==> config.mk <==
export PLATFORM = sky130hd
export DESIGN_NAME = uart_fifo_tx
export DESIGN_NICKNAME = d
export VERILOG_FILES = /design/src/rtl/uart_fifo_tx.sv
export SDC_FILE = /design/constraint.sdc
export NUM_CORES = 1
export LEC_CHECK = 0
export BUFFER_PORTS_ARGS = -buffer_cell sky130_fd_sc_hd__buf_2
export CAP_MARGIN = 0
export CORE_AREA = 4 4 142 144
export CTS_BUF_LIST = sky130_fd_sc_hd__clkbuf_8
export CTS_CLUSTER_DIAMETER = 120
export CTS_CLUSTER_SIZE = 20
export DETAILED_ROUTE_END_ITERATION = 10
export DIE_AREA = 0 0 146 148
export PLACE_DENSITY = 0.57
export SLEW_MARGIN = 20
export SYNTH_ARGS = -nofsm -noshare
export SYNTH_HDL_FRONTEND = slang
export SYNTH_SLANG_ARGS = --single-unit
export TNS_END_PERCENT = 50
==> constraint.sdc <==
create_clock -name clk -period 5.2 [get_ports clk]
set_clock_uncertainty 0.1 [all_clocks]
set_input_delay 0.52 -clock clk [delete_from_list [all_inputs] [get_ports clk]]
set_output_delay 0.52 -clock clk [all_outputs]
set_load 0.005 [all_outputs]
==> src/rtl/uart_fifo_tx.sv <==
// Buffered 8N1 UART transmitter: a valid/ready byte stream feeds a circular FIFO,
// and a four-state FSM shifts frames out back-to-back on a registered tx_pin.
module uart_fifo_tx #(
  parameter int CLK_FRE   = 27,
  parameter int BAUD_RATE = 115200,
  parameter int FIFO_AW   = 4
) (
  input  logic               clk,
  input  logic               rst_n,
  input  logic [7:0]         in_data,
  input  logic               in_valid,
  output logic               in_ready,
  output logic               tx_pin,
  output logic [FIFO_AW:0]   fifo_level,
  output logic               busy
);

  localparam int DIV   = (CLK_FRE * 32'sd1_000_000) / BAUD_RATE;
  localparam int CNT_W = (DIV > 1) ? $clog2(DIV) : 1;
  localparam int DEPTH = 1 << FIFO_AW;
  localparam logic [CNT_W-1:0]  CNT_LAST   = CNT_W'(DIV - 1);
  localparam logic [FIFO_AW:0]  LEVEL_FULL = (FIFO_AW + 1)'(DEPTH);

  typedef enum logic [1:0] {IDLE = 2'd0, START = 2'd1, DATA = 2'd2, STOP = 2'd3} state_t;

  logic [7:0]         mem_r [DEPTH];
  logic [FIFO_AW-1:0] wr_ptr_r, rd_ptr_r;
  logic [FIFO_AW:0]   level_r, level_s;
  state_t             state_r, state_s;
  logic [CNT_W-1:0]   cnt_r, cnt_s;
  logic [2:0]         bit_r, bit_s;
  logic [7:0]         shift_r, shift_s;
  logic               tx_r, tx_s;
  logic               busy_r, busy_s;
  logic               push_s, pop_s;

  // Ready depends on the registered level only, so a same-cycle pop never opens it early.
  assign in_ready   = (level_r != LEVEL_FULL);
  assign push_s     = in_valid && in_ready;
  assign tx_pin     = tx_r;
  assign fifo_level = level_r;
  assign busy       = busy_r;

  // Next-state, pop decision and the registered-output values derived from the next state.
  always_comb begin
    state_s = state_r;
    cnt_s   = cnt_r;
    bit_s   = bit_r;
    shift_s = shift_r;
    pop_s   = 1'b0;
    case (state_r)
      IDLE: begin
        cnt_s = '0;
        bit_s = 3'd0;
        if (level_r != '0) begin
          pop_s   = 1'b1;
          shift_s = mem_r[rd_ptr_r];
          state_s = START;
        end else begin
          state_s = IDLE;
        end
      end
      START: begin
        if (cnt_r == CNT_LAST) begin
          cnt_s   = '0;
          bit_s   = 3'd0;
          state_s = DATA;
        end else begin
          cnt_s = cnt_r + 1'b1;
        end
      end
      DATA: begin
        if (cnt_r == CNT_LAST) begin
          cnt_s = '0;
          if (bit_r == 3'd7) begin
            state_s = STOP;
          end else begin
            bit_s = bit_r + 3'd1;
          end
        end else begin
          cnt_s = cnt_r + 1'b1;
        end
      end
      STOP: begin
        if (cnt_r == CNT_LAST) begin
          cnt_s = '0;
          bit_s = 3'd0;
          // Chain straight into the next start bit when another byte is waiting.
          if (level_r != '0) begin
            pop_s   = 1'b1;
            shift_s = mem_r[rd_ptr_r];
            state_s = START;
          end else begin
            state_s = IDLE;
          end
        end else begin
          cnt_s = cnt_r + 1'b1;
        end
      end
      default: begin
        state_s = IDLE;
        cnt_s   = '0;
        bit_s   = 3'd0;
      end
    endcase

    case (state_s)
      START:   tx_s = 1'b0;
      DATA:    tx_s = shift_s[bit_s];
      default: tx_s = 1'b1;
    endcase

    case ({push_s, pop_s})
      2'b10:   level_s = level_r + 1'b1;
      2'b01:   level_s = level_r - 1'b1;
      default: level_s = level_r;
    endcase

    busy_s = (state_s != IDLE) || (level_s != '0);
  end

  // FIFO storage; contents are don't-care once the pointers are reset.
  always_ff @(posedge clk) begin
    if (push_s) begin
      mem_r[wr_ptr_r] <= in_data;
    end
  end

  // State, pointers and registered outputs.
  always_ff @(posedge clk or negedge rst_n) begin
    if (!rst_n) begin
      state_r  <= IDLE;
      cnt_r    <= '0;
      bit_r    <= 3'd0;
      shift_r  <= 8'h00;
      wr_ptr_r <= '0;
      rd_ptr_r <= '0;
      level_r  <= '0;
      tx_r     <= 1'b1;
      busy_r   <= 1'b0;
    end else begin
      state_r <= state_s;
      cnt_r   <= cnt_s;
      bit_r   <= bit_s;
      shift_r <= shift_s;
      level_r <= level_s;
      tx_r    <= tx_s;
      busy_r  <= busy_s;
      if (push_s) wr_ptr_r <= wr_ptr_r + 1'b1;
      if (pop_s)  rd_ptr_r <= rd_ptr_r + 1'b1;
    end
  end

endmodule

==> impl_metrics.env, run 1 <==
export IMPL_status="completed"
export IMPL_cp_start_kind="flip-flop"
export IMPL_pwr_share_seq=0.458
export IMPL_period_share=0.700
export IMPL_routabilityCongestion=0.791
export IMPL_wl_per_cell_um=20.2
export IMPL_clockPowerShare=0.221
export IMPL_synth_seq_cells=164
export IMPL_layout_commonest_cell="edfxtp_1"
export IMPL_core_sq_um=18700
export IMPL_avgSynthCellArea_sq_um=16.1
export IMPL_ys_flop_type="edfxtp_1"
export IMPL_clock_sinks=164
export IMPL_min_path_type="input port to async pin"
export IMPL_min_period_ns=3.64
export IMPL_critPathKind="flip-flop to flip-flop"
export IMPL_synth_cell_types=65
export IMPL_start_util=0.378
export IMPL_startpoint="state_r[0]"
export IMPL_rows=50
export IMPL_antenna_found_initial=0
export IMPL_async_reset_ff_frac=0.220
export IMPL_io_buffer_count=18
export IMPL_p_per_area_nw_per_um2=509
export IMPL_die_h_um=148
export IMPL_r2r_start="state_r[0]"
export IMPL_drt_iter0_markers=214
export IMPL_rsz0062_at_grt="false"
export IMPL_cpPeakStageDelay_ns=0.49
export IMPL_ant_nets=0
export IMPL_drc=0
export IMPL_htreeDepth=4
export IMPL_p_sw_mw=1.39
export IMPL_clock_fmax_ghz=0.275
export IMPL_grt_pass1_vias=3846
export IMPL_ios=19
export IMPL_layout_cells_non_filler=709
export IMPL_crit_chain="inv_1, ha_1, a21oi_1, nand2_1, inv_2, ha_1, mux2_2, or4b_1, or4_1"
export IMPL_antenna_diode_count=0
export IMPL_intPower_mw=2.58
export IMPL_fin_area_sq_um=7800
export IMPL_cts_tree="yes"
export IMPL_cts_root_buf="clkbuf_8"
export IMPL_globalRouteTotalUtil=0.139
export IMPL_cp_slowest_cell="a21oi_1"
export IMPL_fin_hold_ws_ns=0.0788
export IMPL_multi_input_area_sq_um=2200
export IMPL_drt_total_wl_um=14400
export IMPL_grt_max_degree=37
export IMPL_path_clk_slew_ns=0.08
export IMPL_tightest_slew_ns=1.02
export IMPL_clockBufferDepth=2
export IMPL_drv_cap=0
export IMPL_dp_cells=677
export IMPL_fin_setup_tns_ns=0
export IMPL_route_vias_total=3844
export IMPL_viasPerCell=5.42
export IMPL_path_common_cell="ha_1"
export IMPL_synth_area_top_cells="edfxtp_1, dfrtp_1, mux4_2, ha_1, mux2i_1"
export IMPL_mostFrequentLayoutCells="edfxtp_1, dfrtp_1, mux4_2"
export IMPL_peakVddDrop_uv=282
export IMPL_placed_area_sq_um=7410
export IMPL_cp_end_kind="flip-flop"
export IMPL_yosysTopAreaCellShare=0.544
export IMPL_synth_edf_count=128
export IMPL_ys_warnings_count=0
export IMPL_slew_limit_headroom=0.315
export IMPL_power_mw=3.97
export IMPL_nFillCells=1653
export IMPL_die_x_um=146
export IMPL_synth_nets=465
export IMPL_maxSlewViolCount=0
export IMPL_arrival_ns=3.86
export IMPL_worstPathRequired_ns=5.41
export IMPL_seqCellArea_sq_um=4750
export IMPL_postCtsHoldBufs=0
export IMPL_power_frac_comb=0.320
export IMPL_grt_pass1_wl_um=22600
export IMPL_cts_buffers=17
export IMPL_netlist_instances=439
export IMPL_hold_viol_final=0
export IMPL_leakagePower_nw=2.73
export IMPL_cts_resized=0
export IMPL_dp_hpwl_um=9480
export IMPL_cp_max_fo=9
export IMPL_setup_viol=0
export IMPL_drive_gt1_frac=0.202
export IMPL_netSwitchingFraction=0.351
export IMPL_syn_to_final_growth_pct=10.3
export IMPL_synth_top_area_cell="edfxtp_1"
export IMPL_rr_worst_depth=9
export IMPL_post_cts_buffers=0
export IMPL_synth_seq_area_share=0.672
export IMPL_layout_nets=488
export IMPL_netlist_area_sq_um=7070
export IMPL_clock_latency_ns=0.45
export IMPL_fp_dieArea_sq_um=21600
export IMPL_gr_total_overflow=0
export IMPL_drt_pass1_iterations=5
==> layout make-up <==
| type | instances | area share |
|---|---|---|
| clock buffer | 17 | 0.0300 |
| clock inverter | 15 | 0.0189 |
| inverter | 13 | 0.00626 |
| multi-input combinational | 243 | 0.282 |
| sequential | 164 | 0.609 |
| tap | 234 | 0.0376 |
| timing repair buffer | 23 | 0.0164 |
==> cells in the mapped netlist (4+ instances only) <==
master / number
nand2b_1: 4
nand4_1: 4
clkbuf_1: 10
ha_1: 15
mux4_2: 27
nor2b_1: 4
a21oi_1: 9
nor2_1: 21
dfrtp_1: 35
a21o_1: 5
a221oi_1: 6
nand3_1: 9
a22o_1: 4
a31oi_1: 5
a22oi_1: 10
inv_1: 11
buf_2: 8
edfxtp_1: 128
nand2_1: 24
xor2_1: 9
xnor2_1: 8
nor3_1: 12
mux2i_1: 13
==> final timing paths <==
path,to,slack (ns)
max,busy,1.56
min,fifo_level[3],0.08
max reg2reg,busy,1.56
min reg2reg,shift_r[5],0.38
max in group asynchronous,rd_ptr_r[2],4.39
min in group clk,mem_r[14][2],0.34
==> per-layer routing <==
| metal | global-route usage | vias up | part of all wire |
|---|---|---|---|
| li1 | - | 1790 | - |
| met5 | 0 | - | 0 |
| met3 | 0.0328 | 10 | 0.031 |
| met2 | 0.241 | 62 | 0.52 |
| met4 | 0.0353 | 0 | 0.0080 |
| met1 | 0.177 | 1982 | 0.44 |
==> logic make-up (layout without fill, tap and decap cells) <==
logic type / Yosys count / after routing / share of synthesized area
mux: 42 / 42 / 0.108
flops: 164 / 164 / 0.672
buf+inv: 32 / 68 / 0.0184
xor+xnor: 17 / 17 / 0.0211
simple gates: 98 / 98 / 0.0737
fa+ha+maj: 15 / 15 / 0.0266
compound gates: 71 / 71 / 0.0809
==> critical path: cells and delay by family, from the launching register on <==
kind | cells | cell delay [ns]
AND/OR/NAND/NOR | 3 | 1.14
multiplexers | 1 | 0.38
flip-flops | 1 | 0.41
buffers and inverters | 2 | 0.38
AO/OA/AOI/OAI | 1 | 0.49
adder cells (fa/ha/maj) | 2 | 0.61
==> state kept, by name, indices dropped and copies added (netlist names) <==
name	flops
shift_r	8
tx_pin	1
rd_ptr_r	4
mem_r	128
fifo_level	5
busy	1
cnt_r	8
bit_r	3
wr_ptr_r	4
state_r	2
==> stage by stage <==
stage               setup WS, ns  utilization
finish                      1.56        0.417
global route                1.35        0.417
CTS                         1.58        0.417
detailed placement          1.62        0.396
global placement            1.71        0.396
floorplan                   1.77            -
==> power groups by stage <==
stage / combinational [mW] / sequential, mW / clock [mW]
6_report: 1.27 / 1.82 / 0.878
4_1_cts: 1.29 / 1.82 / 0.901
2_1_floorplan: 1.01 / 1.73 / 0
3_5_place_dp: 1.28 / 1.85 / 0
5_1_grt: 1.38 / 1.85 / 0.961
3_3_place_gp: 1.26 / 1.84 / 0
Note: power is estimated with default switching activity, not from simulation.
==> run 2, diff against run 1 <==
--- a/config.mk
+++ b/config.mk
@@ -5,15 +5,16 @@
 export SDC_FILE = /design/constraint.sdc
 export NUM_CORES = 1
 export LEC_CHECK = 0
+export ABC_AREA = 1
 export BUFFER_PORTS_ARGS = -buffer_cell sky130_fd_sc_hd__buf_2
 export CAP_MARGIN = 0
-export CORE_AREA = 4 4 142 144
+export CORE_AREA = 4 4 146 148
 export CTS_BUF_LIST = sky130_fd_sc_hd__clkbuf_8
 export CTS_CLUSTER_DIAMETER = 120
 export CTS_CLUSTER_SIZE = 20
 export DETAILED_ROUTE_END_ITERATION = 10
-export DIE_AREA = 0 0 146 148
-export PLACE_DENSITY = 0.57
+export DIE_AREA = 0 0 150 152
+export PLACE_DENSITY = 0.59
 export SLEW_MARGIN = 20
 export SYNTH_ARGS = -nofsm -noshare
 export SYNTH_HDL_FRONTEND = slang
==> constraint.sdc (replaced) <==
create_clock -name clk -period 3.3 [get_ports clk]
set_clock_uncertainty 0.1 [all_clocks]
set_input_delay 0.33 -clock clk [delete_from_list [all_inputs] [get_ports clk]]
set_output_delay 0.33 -clock clk [all_outputs]
set_load 0.005 [all_outputs]
==> impl_metrics.env, run 2 <==
export IMPL_cts_root_buf="clkbuf_8"
export IMPL_path_delay_family="simple AND/OR/NAND/NOR gates"
export IMPL_rows=52
export IMPL_drt_iter0_markers=307
export IMPL_viasPerCell=4.80
export IMPL_peakVddDrop_uv=287
export IMPL_cpPeakStageDelay_ns=0.41
export IMPL_path_buf_inv=2
export IMPL_antenna_diode_count=0
export IMPL_die_h_um=152
export IMPL_synth_common_cells="nand2_1, nor2_1, edfxtp_1, nand3_1, inv_1"
export IMPL_avgSynthCellArea_sq_um=10.2
export IMPL_die_x_um=150
export IMPL_leakagePower_nw=3.16
export IMPL_hold_viol_final=0
export IMPL_start_util=0.372
export IMPL_async_reset_ff_frac=0.220
export IMPL_htreeDepth=4
export IMPL_cp_max_fo=5
export IMPL_finalWorstSetupSlack_ns=0.787
export IMPL_core_sq_um=20000
export IMPL_globalRouteTotalUtil=0.149
export IMPL_post_cts_buffers=0
export IMPL_tightest_slew_ns=0.886
export IMPL_path_clk_slew_ns=0.10
export IMPL_cp_slowest_cell="dfrtp_1"
export IMPL_met1_usage=0.209
export IMPL_clock_sinks=164
export IMPL_layout_commonest_cell="nand2_1"
export IMPL_drv_cap=0
export IMPL_ys_warnings_count=0
export IMPL_synth_top_area_cell="edfxtp_1"
export IMPL_fin_hold_ws_ns=0.176
export IMPL_busiest_layer="met2"
export IMPL_maxSlewViolCount=0
export IMPL_pre_cts_slack_ns=0.797
export IMPL_cts_tree="yes"
export IMPL_drc=0
export IMPL_ys_flop_type="edfxtp_1"
export IMPL_synth_cell_types=38
export IMPL_grt_pass1_vias=4764
export IMPL_power_mw=4.53
export IMPL_fin_setup_tns_ns=0
export IMPL_grt_max_degree=67
export IMPL_cp_start_kind="flip-flop"
export IMPL_layout_cells_non_filler=1033
export IMPL_synth_seq_area_share=0.637
export IMPL_synth_area_top_cells="edfxtp_1, dfrtp_1, nand2_1, nor2_1, nand3_1"
export IMPL_clock_fmax_ghz=0.398
export IMPL_path_common_cell="nand2_1"
export IMPL_p_per_area_nw_per_um2=553
export IMPL_yosysTopAreaCellShare=0.516
export IMPL_clock_latency_ns=0.46
export IMPL_critPathKind="flip-flop to flip-flop"
export IMPL_gr_total_overflow=0
export IMPL_worstPathRequired_ns=3.54
export IMPL_grt_pass1_wl_um=26400
export IMPL_largest_register="mem_r"
export IMPL_netlist_instances=730
export IMPL_drive_gt1_frac=0.111
export IMPL_min_path_type="input port to flip-flop"
export IMPL_largest_register_ffs=128
export IMPL_wl_per_cell_um=15.6
export IMPL_synth_nets=756
export IMPL_drt_total_wl_um=16100
export IMPL_period_share=0.762
export IMPL_antenna_found_initial=0
export IMPL_synth_edf_count=128
export IMPL_min_period_ns=2.51
export IMPL_setup_viol=0
export IMPL_routabilityCongestion=0.803
export IMPL_rsz0062_at_grt="false"
export IMPL_largestRegisters="mem_r x128, cnt_r x8, shift_r x8"
export IMPL_io_buffer_count=18
export IMPL_dp_hpwl_um=10300
export IMPL_syn_to_final_growth_pct=9.89
export IMPL_synth_most_common_cell="nand2_1"
export IMPL_crit_chain="inv_1, ha_1, nand2_1, nor2_2, nand3_1, nand2_2, nand4_4, nand2_1, nand2_1, ha_1, a21oi_1, inv_1, nand3_1, o21ai_1, nand2_1, nand2_1, a21oi_2, nand3_1"
export IMPL_ant_nets=0
export IMPL_synth_seq_cells=164
export IMPL_netlist_area_sq_um=7450
export IMPL_slew_limit_headroom=0.407
export IMPL_mostFrequentLayoutCells="nand2_1, nor2_1, edfxtp_1"
export IMPL_arrival_ns=2.75
export IMPL_nFillCells=2048
export IMPL_grt_util_met3=0.0328
export IMPL_fp_dieArea_sq_um=22800
export IMPL_clockBufferDepth=2
export IMPL_layout_nets=776
export IMPL_status="completed"
export IMPL_ios=19
export IMPL_route_vias_total=4955
export IMPL_drt_pass1_iterations=5
export IMPL_cp_end_kind="flip-flop"
export IMPL_cts_buffers=17
export IMPL_grt_use_met2=0.232
export IMPL_dp_cells=1000
run 2: worst register-to-register path, cell delays in order (launching register included):
cell     delay [ns]
dfrtp_1        0.41
inv_1          0.06
ha_1           0.15
nand2_1        0.07
nor2_2         0.12
nand3_1        0.11
nand2_2        0.12
nand4_4        0.12
nand2_1        0.09
nand2_1        0.09
ha_1           0.19
a21oi_1        0.24
inv_1          0.07
nand3_1        0.10
o21ai_1        0.06
nand2_1        0.06
nand2_1        0.06
a21oi_2        0.13
nand3_1        0.07
run 2: metal layers:
layer  share of wire  up-vias
met3           0.038       16
met4           0.013        0
met2            0.48       91
met1            0.47     2361
met5               0        -
li1                -     2487
run 2: kinds of logic (layout without fill, tap and decap cells):
| family | count (synthesis) | in the layout | synth area share |
|---|---|---|---|
| AOI/OAI and AO/OA | 65 | 65 | 0.0452 |
| xor gates and xnor gates | 12 | 12 | 0.0141 |
| adders and majority gates | 15 | 15 | 0.0252 |
| buffers and inverters | 74 | 107 | 0.0478 |
| DFF | 164 | 164 | 0.637 |
| and+or+nand+nor | 400 | 400 | 0.231 |
run 2: stage by stage:
step / util / area [sq um]
2_1_floorplan: - / 7450
3_3_place_gp: 0.389 / 7800
3_5_place_dp: 0.389 / 7800
4_1_cts: 0.409 / 8190
5_1_grt: 0.409 / 8190
6_report: 0.409 / 8190
run 2: layout make-up:
type | instances | area [sq um] | share of cell area
sequential | 164 | 4750 | 0.580
multi-input combinational | 492 | 2350 | 0.287
tap | 270 | 338 | 0.0413
clock buffer | 17 | 234 | 0.0286
timing repair buffer | 28 | 193 | 0.0235
inverter | 47 | 181 | 0.0222
clock inverter | 15 | 146 | 0.0179
run 2: worst paths after layout:
check	from	endpoint	slack, ns	cells after the start
max reg2reg	cnt_r[1]	busy	0.79	18
min in group asynchronous	rst_n	cnt_r[3]	0.41	2
max	cnt_r[1]	busy	0.79	18
min	in_data[1]	mem_r[0][1]	0.18	1
min reg2reg	cnt_r[0]	cnt_r[0]	0.40	1
max in group asynchronous	rst_n	rd_ptr_r[0]	2.08	2
run 2: report_power, final:
part	internal [mW]	switching [mW]
combinational	0.169	0.412
sequential	2.44	0.101
clock	0.615	0.791
total	3.23	1.30
run 2: what timing repair did:
| item | in CTS | in global routing |
|---|---|---|
| gates resized for setup | 0 | 0 |
| hold endpoints to repair | 35 | 0 |
| hold buffers | 1 | 0 |
